<file path="src/rtl/iob_eth_pkg.sv">
// Shared Ethernet TX definitions: CRC-32 constants, framer state encoding and
// the bytewise MSB-first CRC update used by the FCS datapath.
package iob_eth_pkg;

  localparam logic [31:0] ETH_CRC_POLY    = 32'h04C11DB7;
  localparam logic [31:0] ETH_CRC_INIT    = 32'hFFFFFFFF;
  localparam int          ETH_MIN_PAYLOAD = 60;

  typedef enum logic [1:0] {
    ST_DATA = 2'd0,
    ST_PAD  = 2'd1,
    ST_FCS  = 2'd2
  } eth_fcs_state_e;

  // Eight serial shift steps of the MSB-first CRC, data bit 7 first.
  function automatic logic [31:0] eth_crc32_update(input logic [31:0] crc,
                                                   input logic [7:0]  data);
    logic [31:0] c;
    c = crc;
    for (int i = 7; i >= 0; i--) begin
      if (c[31] ^ data[i]) begin
        c = {c[30:0], 1'b0} ^ ETH_CRC_POLY;
      end else begin
        c = {c[30:0], 1'b0};
      end
    end
    return c;
  endfunction

endpackage

</file>
<file path="src/rtl/iob_eth_crc32_byte.sv">
// Combinational one-byte CRC-32 update; data_i is expected already bit-reversed.
module iob_eth_crc32_byte
  import iob_eth_pkg::*;
(
  input  logic [31:0] crc_i,
  input  logic [7:0]  data_i,
  output logic [31:0] crc_o
);

  assign crc_o = eth_crc32_update(crc_i, data_i);

endmodule

</file>
<file path="src/rtl/iob_reverse.sv">
// Bit-order reversal of a DATA_W-bit vector (pure wiring).
module iob_reverse #(
  parameter int DATA_W = 8
) (
  input  logic [DATA_W-1:0] data_i,
  output logic [DATA_W-1:0] data_o
);

  for (genvar i = 0; i < DATA_W; i++) begin : g_rev
    assign data_o[i] = data_i[DATA_W-1-i];
  end

endmodule

</file>
<file path="src/rtl/iob_eth_fcs_append.sv">
// Ethernet TX framer stage: passes payload through, zero-pads to MIN_LEN and
// appends the 4-byte FCS, with a single registered output stage.
module iob_eth_fcs_append
  import iob_eth_pkg::*;
#(
  parameter int MIN_LEN = ETH_MIN_PAYLOAD,
  parameter int CNT_W   = 16
) (
  input  logic       clk_i,
  input  logic       rst_i,
  input  logic [7:0] in_data_i,
  input  logic       in_valid_i,
  input  logic       in_last_i,
  output logic       in_ready_o,
  output logic [7:0] out_data_o,
  output logic       out_valid_o,
  output logic       out_last_o,
  input  logic       out_ready_i
);

  localparam logic [CNT_W:0] MIN_LEN_C = (CNT_W+1)'(MIN_LEN);

  eth_fcs_state_e   r_state, w_state_nxt;
  logic [31:0]      r_crc, w_crc_nxt, w_crc_upd, w_crc_rev, w_fcs;
  logic [CNT_W-1:0] r_cnt, w_cnt_nxt;
  logic [CNT_W:0]   w_cnt_inc, w_cnt_inc2;
  logic [1:0]       r_fcs_idx, w_fcs_idx_nxt;
  logic [7:0]       r_out_data, w_out_data_nxt;
  logic             r_out_valid, w_out_valid_nxt;
  logic             r_out_last, w_out_last_nxt;
  logic [7:0]       w_crc_byte, w_crc_byte_rev, w_fcs_byte;
  logic             w_ld, w_xfer;

  assign w_ld       = !r_out_valid || out_ready_i;
  assign in_ready_o = (r_state == ST_DATA) && w_ld;
  assign w_xfer     = in_valid_i && in_ready_o;

  // count+2 <= MIN_LEN is the same test as count+1 < MIN_LEN without a
  // degenerate compare against zero when padding is disabled.
  assign w_cnt_inc  = {1'b0, r_cnt} + {{CNT_W{1'b0}}, 1'b1};
  assign w_cnt_inc2 = {1'b0, r_cnt} + {{(CNT_W-1){1'b0}}, 2'd2};

  assign w_crc_byte = (r_state == ST_DATA) ? in_data_i : 8'h00;

  iob_reverse #(.DATA_W(8)) u_rev_data (
    .data_i (w_crc_byte),
    .data_o (w_crc_byte_rev)
  );

  iob_eth_crc32_byte u_crc (
    .crc_i  (r_crc),
    .data_i (w_crc_byte_rev),
    .crc_o  (w_crc_upd)
  );

  iob_reverse #(.DATA_W(32)) u_rev_crc (
    .data_i (r_crc),
    .data_o (w_crc_rev)
  );

  assign w_fcs = ~w_crc_rev;

  // FCS byte selection, least significant byte first on the wire.
  always_comb begin
    w_fcs_byte = 8'h00;
    case (r_fcs_idx)
      2'd0:    w_fcs_byte = w_fcs[7:0];
      2'd1:    w_fcs_byte = w_fcs[15:8];
      2'd2:    w_fcs_byte = w_fcs[23:16];
      2'd3:    w_fcs_byte = w_fcs[31:24];
      default: w_fcs_byte = 8'h00;
    endcase
  end

  // Next-state, CRC, counter and output-register values.
  always_comb begin
    w_state_nxt     = r_state;
    w_crc_nxt       = r_crc;
    w_cnt_nxt       = r_cnt;
    w_fcs_idx_nxt   = r_fcs_idx;
    w_out_data_nxt  = r_out_data;
    w_out_valid_nxt = r_out_valid;
    w_out_last_nxt  = r_out_last;
    if (w_ld) begin
      case (r_state)
        ST_DATA: begin
          if (w_xfer) begin
            w_out_data_nxt  = in_data_i;
            w_out_valid_nxt = 1'b1;
            w_out_last_nxt  = 1'b0;
            w_crc_nxt       = w_crc_upd;
            w_cnt_nxt       = (w_cnt_inc <= MIN_LEN_C) ? w_cnt_inc[CNT_W-1:0] : r_cnt;
            if (in_last_i) begin
              w_state_nxt = (w_cnt_inc2 <= MIN_LEN_C) ? ST_PAD : ST_FCS;
            end else begin
              w_state_nxt = ST_DATA;
            end
          end else begin
            w_out_valid_nxt = 1'b0;
            w_out_last_nxt  = 1'b0;
          end
        end
        ST_PAD: begin
          w_out_data_nxt  = 8'h00;
          w_out_valid_nxt = 1'b1;
          w_out_last_nxt  = 1'b0;
          w_crc_nxt       = w_crc_upd;
          w_cnt_nxt       = w_cnt_inc[CNT_W-1:0];
          w_state_nxt     = (w_cnt_inc == MIN_LEN_C) ? ST_FCS : ST_PAD;
        end
        ST_FCS: begin
          w_out_data_nxt  = w_fcs_byte;
          w_out_valid_nxt = 1'b1;
          w_out_last_nxt  = (r_fcs_idx == 2'd3);
          if (r_fcs_idx == 2'd3) begin
            w_crc_nxt     = ETH_CRC_INIT;
            w_cnt_nxt     = {CNT_W{1'b0}};
            w_fcs_idx_nxt = 2'd0;
            w_state_nxt   = ST_DATA;
          end else begin
            w_fcs_idx_nxt = r_fcs_idx + 2'd1;
          end
        end
        default: begin
          w_state_nxt     = ST_DATA;
          w_out_valid_nxt = 1'b0;
          w_out_last_nxt  = 1'b0;
        end
      endcase
    end else begin
      w_state_nxt = r_state;
    end
  end

  // State, CRC, counter and output registers with synchronous reset.
  always_ff @(posedge clk_i) begin
    if (rst_i) begin
      r_state     <= ST_DATA;
      r_crc       <= ETH_CRC_INIT;
      r_cnt       <= {CNT_W{1'b0}};
      r_fcs_idx   <= 2'd0;
      r_out_data  <= 8'h00;
      r_out_valid <= 1'b0;
      r_out_last  <= 1'b0;
    end else begin
      r_state     <= w_state_nxt;
      r_crc       <= w_crc_nxt;
      r_cnt       <= w_cnt_nxt;
      r_fcs_idx   <= w_fcs_idx_nxt;
      r_out_data  <= w_out_data_nxt;
      r_out_valid <= w_out_valid_nxt;
      r_out_last  <= w_out_last_nxt;
    end
  end

  assign out_data_o  = r_out_data;
  assign out_valid_o = r_out_valid;
  assign out_last_o  = r_out_last;

endmodule

</file>
<file path="config.mk">
export PLATFORM = sky130hd
export DESIGN_NAME = iob_eth_fcs_append
export DESIGN_NICKNAME = d
export VERILOG_FILES = /design/src/rtl/iob_eth_pkg.sv /design/src/rtl/iob_eth_crc32_byte.sv /design/src/rtl/iob_reverse.sv /design/src/rtl/iob_eth_fcs_append.sv
export SDC_FILE = /design/constraint.sdc
export NUM_CORES = 1
export LEC_CHECK = 0
export ABC_AREA = 1
export CAP_MARGIN = 10
export CORE_MARGIN = 3
export CORE_UTILIZATION = 25
export DETAILED_ROUTE_END_ITERATION = 16
export RECOVER_POWER = 50
export SKIP_CTS_REPAIR_TIMING = 1
export SLEW_MARGIN = 20
export SYNTH_ARGS = -nofsm -noshare
export SYNTH_HDL_FRONTEND = slang
export SYNTH_HIERARCHICAL = 1
export SYNTH_SLANG_ARGS = --single-unit
</file>
<file path="constraint.sdc">
create_clock -name clk_i -period 4.6 [get_ports clk_i]
set_input_delay 0.92 -clock clk_i [delete_from_list [all_inputs] [get_ports clk_i]]
set_output_delay 0.92 -clock clk_i [all_outputs]
set_load 0.005 [all_outputs]
</file>
* Word level (Yosys, flattened, before mapping)
Index checks and enable logic that the tools add are counted.
Storage, ports and cells: register bits after elaboration 62, input port bits 13, output and inout port bits 11, word-level logic and storage cells 80
Operators by class: $add $sub $neg 3, order comparisons 2, equal/unequal tests 9, muxes and demuxes 29, bitwise gates (word level) 17, reduce and logical (&&, ||, !) cells 13
Operators by type and width (count):
- $mux 27 | 8
- $not 14->14 | 8
- $pmux 32 s3 | 1
- $mux 32 | 2
- $mux 16 | 3
- $pmux 16 s3 | 1
- $le 17x6->1 const B | 2
- $not 32->32 | 1
- $pmux 8 s4 | 1
- $pmux 8 s3 | 1
- $add 16x1->17 const B | 1
- $add 16x2->17 const B | 1
- $eq 17x6->1 const B | 1
- $mux 8 | 2
- $mux 2 | 6
- $xor 1x1->1 | 8
- $eq 2x2->1 const B | 3
- $pmux 2 s3 | 1
- $reduce_and 3->1 | 2
- $reduce_and 5->1 | 1
- $eq 2x1->1 const B | 2
- $logic_not 2->1 | 2
- $ne 2x2->1 const B | 2
- $reduce_and 4->1 | 1
- other kinds (10) | 12

* Logic depth before layout (Yosys ltp)
depth after elaboration 20, gate-level depth with buffers 19, depth with buffers taken out 17

* By module
Netlist, hierarchy kept.
Modules (own cells, without submodules):
- iob_eth_fcs_append | times used 1, cells each 566, area an instance 3728.6 um^2, seq. area each 1241.2 um^2
- iob_eth_crc32_byte | times used 1, cells each 214, area an instance 1237.4 um^2, seq. area each 0.0 um^2
- iob_reverse (u_rev_crc) | times used 1, cells each 32, area an instance 240.2 um^2, seq. area each 0.0 um^2
- iob_reverse (u_rev_data) | times used 1, cells each 8, area an instance 60.1 um^2, seq. area each 0.0 um^2

* Worst setup path after synthesis
OpenSTA, ideal clock, no wires.
path kind input to register, from input out_ready_i, to register r_cnt[15], setup time 115 ps, data arrival time 2261 ps, data required time 4485 ps, slack 2224 ps, cell stages on the path 10, path buffers 2, cell sequence nor2_1 inv_1 o21ai_0 or2_2 buf_2 nor2_2 buf_1 nand3_1 nand2_1 nor2_1
Between the ends: cells in the longest elaborated chain, start to end 5
Ends and longest elaborated chain:
- start, declared | line iob_eth_fcs_append.sv:18 | input logic out_ready_i
- $logic_or 1x1->1 (*) | line iob_eth_fcs_append.sv:34 | assign w_ld = !r_out_valid || out_ready_i;
- $logic_and 1x1->1 | line iob_eth_fcs_append.sv:35 | assign in_ready_o = (r_state == ST_DATA) && w_ld;
- $logic_and 1x1->1 | line iob_eth_fcs_append.sv:36 | assign w_xfer = in_valid_i && in_ready_o;
- $ne 2x2->1 (no source line)
- $reduce_and 5->1 (no source line) (*)
- end signal, assigned | line iob_eth_fcs_append.sv:140 | r_cnt <= {CNT_W{1'b0}};
- end signal, assigned | line iob_eth_fcs_append.sv:148 | r_cnt <= w_cnt_nxt;
- end, declared | line iob_eth_fcs_append.sv:25 | logic [CNT_W-1:0] r_cnt, w_cnt_nxt;
Every way passes the cells marked *; elsewhere a longest branch is shown, timed or not. A chain may end at the register's enable or synchronous reset.

* Final worst setup path
from input out_ready_i, to register r_crc[30]
Between the ends: cells in the longest elaborated chain, start to end 5
Ends and longest elaborated chain:
- $logic_or 1x1->1 (*) | line iob_eth_fcs_append.sv:34
- $logic_and 1x1->1 | line iob_eth_fcs_append.sv:35
- $logic_and 1x1->1 | line iob_eth_fcs_append.sv:36
- $ne 2x2->1 (no source line)
- $reduce_and 4->1 (no source line) (*)
- end signal, assigned | line iob_eth_fcs_append.sv:147 | r_crc <= w_crc_nxt;
- end, declared | line iob_eth_fcs_append.sv:24 | logic [31:0] r_crc, w_crc_nxt, w_crc_upd, w_crc_rev, w_fcs;
Marked as above.

==> impl_metrics.json <==
{
  "timing.final.ws_setup_ps": 1150,
  "clockRootBuffer": "clkbuf_16",
  "drive_gt1_share_pct": 9.61,
  "synth_top_area_cell": "dfxtp_1",
  "ioPinCount": 24,
  "routed_via_density": 4.57,
  "outcome": "finished, final reports clean",
  "drv_cap": 0,
  "htreeDepth": 3,
  "most-common-layout-cells": "218 x nand2_1, 89 x inv_1, 88 x nand3_1",
  "n_antenna_cell": 0,
  "critPathArrivalTime_ps": 3720,
  "drt_iter0_markers": 304,
  "ys_ff_latch": 62,
  "setup_viol": 0,
  "crit_fanout": 32,
  "route.detailed.drc": 0,
  "period_needed_ps": 3450,
  "grtUsageTotal_pct": 12.0,
  "synthTopCellsByArea": "dfxtp_1 24%, nand2_1 16%, nand3_1 8.4%",
  "crit_chain": "dlygate4sd3_1, nor2_1, inv_1, o21ai_0, or2_0, nor2_4, inv_1, nand2_1, nand3_1",
  "fill_cells": 2240,
  "tightest_slew_ps": 1040,
  "met2_length_um": 6110,
  "clock-skew-final_ps": 4.75,
  "worstPathRequired_ps": 4870,
  "dr.pass1.iters": 5,
  "route.final.wire_length_um": 13400,
  "overflow": 0,
  "portBuffers": 23,
  "cp-start-kind": "primary input",
  "dieHeight_um": 151,
  "wl_per_cell_um": 12.6,
  "critPathMaxStageDelay_ps": 780,
  "grt_start_max_net_pins": 62,
  "synth_cell_types": 39,
  "cts_buffers": 9,
  "layout_commonest_cell": "nand2_1",
  "routed-via-count": 4852,
  "min_path_type": "reg -> reg",
  "dieArea_um2": 22800,
  "initial_utilization_pct": 25.7,
  "worstSkewPairLatency_ps": 340,
  "path_class": "in -> reg",
  "grt_first_pass_wirelength_um": 22200,
  "synth_area_per_cell_um2": 6.42,
  "relSlewSlack_pct": 30.5,
  "row_count": 52,
  "setup-tns-final_ps": 0,
  "clk_pin_slew_ps": 50,
  "clock_sinks": 62,
  "finalCritPeriodShare_pct": 75.0,
  "cpMostUsedCell": "inv_1",
  "netlist_instances": 820,
  "maxSlewViolCount": 0,
  "max_freq_mhz": 290,
  "die_w_um": 151,
  "synth_nets": 844,
  "yosysSeqAreaShare_pct": 23.6,
  "antenna_found_initial": 0,
  "placed_cell_area_um2": 5420,
  "yosys_warnings": 6,
  "synth_area_um2": 5270,
  "rsz0062_at_grt": "false",
  "antenna_left": 0,
  "gp_congestion": 0.907,
  "finalNetCount": 811,
  "synth_top_area_share_pct": 23.6,
  "cpMaxStageDelayCell": "or2_0",
  "route.met3.wl_um": 451,
  "routed.top_layer": "met4",
  "clockBufferDepth": 2,
  "cts_tree": "done",
  "dp_hpwl_um": 9500,
  "core_um2": 20500,
  "area_growth_pct": 7.91,
  "grt_pass1_vias": 4419,
  "wl_met1_um": 6590,
  "final_area_um2": 5680,
  "end_kind": "register",
  "place_ws_ps": 1380,
  "finalHoldViolations": 0
}
-- state kept, by name, indices dropped and copies added, names as in the netlist --
name         count
out_data_o       8
r_cnt           16
r_crc           32
r_fcs_idx        2
r_state          2
out_valid_o      1
out_last_o       1
-- worst max-delay path, delay by kind of cell --
kind | cells | cell delay [ps]
buf+inv | 3 | 1380
compound gates | 1 | 100
simple gates | 5 | 1300
-- cell families (layout without fill, tap and decap cells) --
family,count (synthesis),in the layout,synth area share (%)
xor gates and xnor gates,56,56,10.2
and+or+nand+nor,415,415,35.7
buffers and inverters,169,140,15.6
DFF,62,62,23.6
AOI/OAI and AO/OA,107,107,12.4
adders and majority gates,11,11,2.61
-- cells in the mapped netlist (all sizes together) --
| cell type | instances |
|---|---|
| nand4 | 7 |
| clkinv | 5 |
| o221ai | 8 |
| buf | 48 |
| ha | 11 |
| a221oi | 8 |
| nand3 | 89 |
| dfxtp | 62 |
| or2 | 4 |
| a211oi | 9 |
| and3 | 1 |
| clkbuf | 22 |
| nor2 | 62 |
| nand2 | 248 |
| o211ai | 2 |
| o22ai | 1 |
| xnor2 | 11 |
| a21oi | 39 |
| inv | 94 |
| nor3 | 3 |
| xor2 | 45 |
| nand3b | 1 |
| o21ai | 40 |
-- final cells by class --
class / instances / area (um2) / area share [%]
Tap cell: 270 / 338 / 5.94
Clock buffer: 14 / 264 / 4.65
Clock inverter: 1 / 5.00 / 0.0881
Inverter: 99 / 374 / 6.58
Multi-Input combinational cell: 589 / 3210 / 56.5
Sequential cell: 62 / 1240 / 21.8
Timing Repair Buffer: 26 / 253 / 4.45
-- final timing paths --
check / startpoint / endpoint / slack (ps) / cells after the start
worst min register to register: out_data_o[7]$_SDFFE_PP0P_ / out_data_o[7]$_SDFFE_PP0P_ / 450 / 2
worst max-delay path: out_ready_i / r_crc[30]$_SDFFE_PP1P_ / 1150 / 9
worst max register to register: r_state[0]$_SDFFE_PP0P_ / r_crc[30]$_SDFFE_PP1P_ / 1500 / 9
worst min-delay path: out_data_o[7]$_SDFFE_PP0P_ / out_data_o[7]$_SDFFE_PP0P_ / 450 / 2
-- per-stage QoR --
step	hold WS, ps	std cells	util [%]
4_1_cts	462	1061	27.7
6_report	453	1061	27.7
3_5_place_dp	453	1046	26.4
3_3_place_gp	451	1046	26.4
2_1_floorplan	444	820	-
5_1_grt	484	1061	27.7
-- metal layers --
metal | vias up | GRT usage [%]
met2 | 86 | 18.7
met4 | 0 | 3.35
met3 | 21 | 2.54
met1 | 2230 | 16.8
met5 | - | 0
li1 | 2515 | -
Power is not shown: default switching activity piles up to over one toggle a cycle in this logic, so the estimate is an artifact.
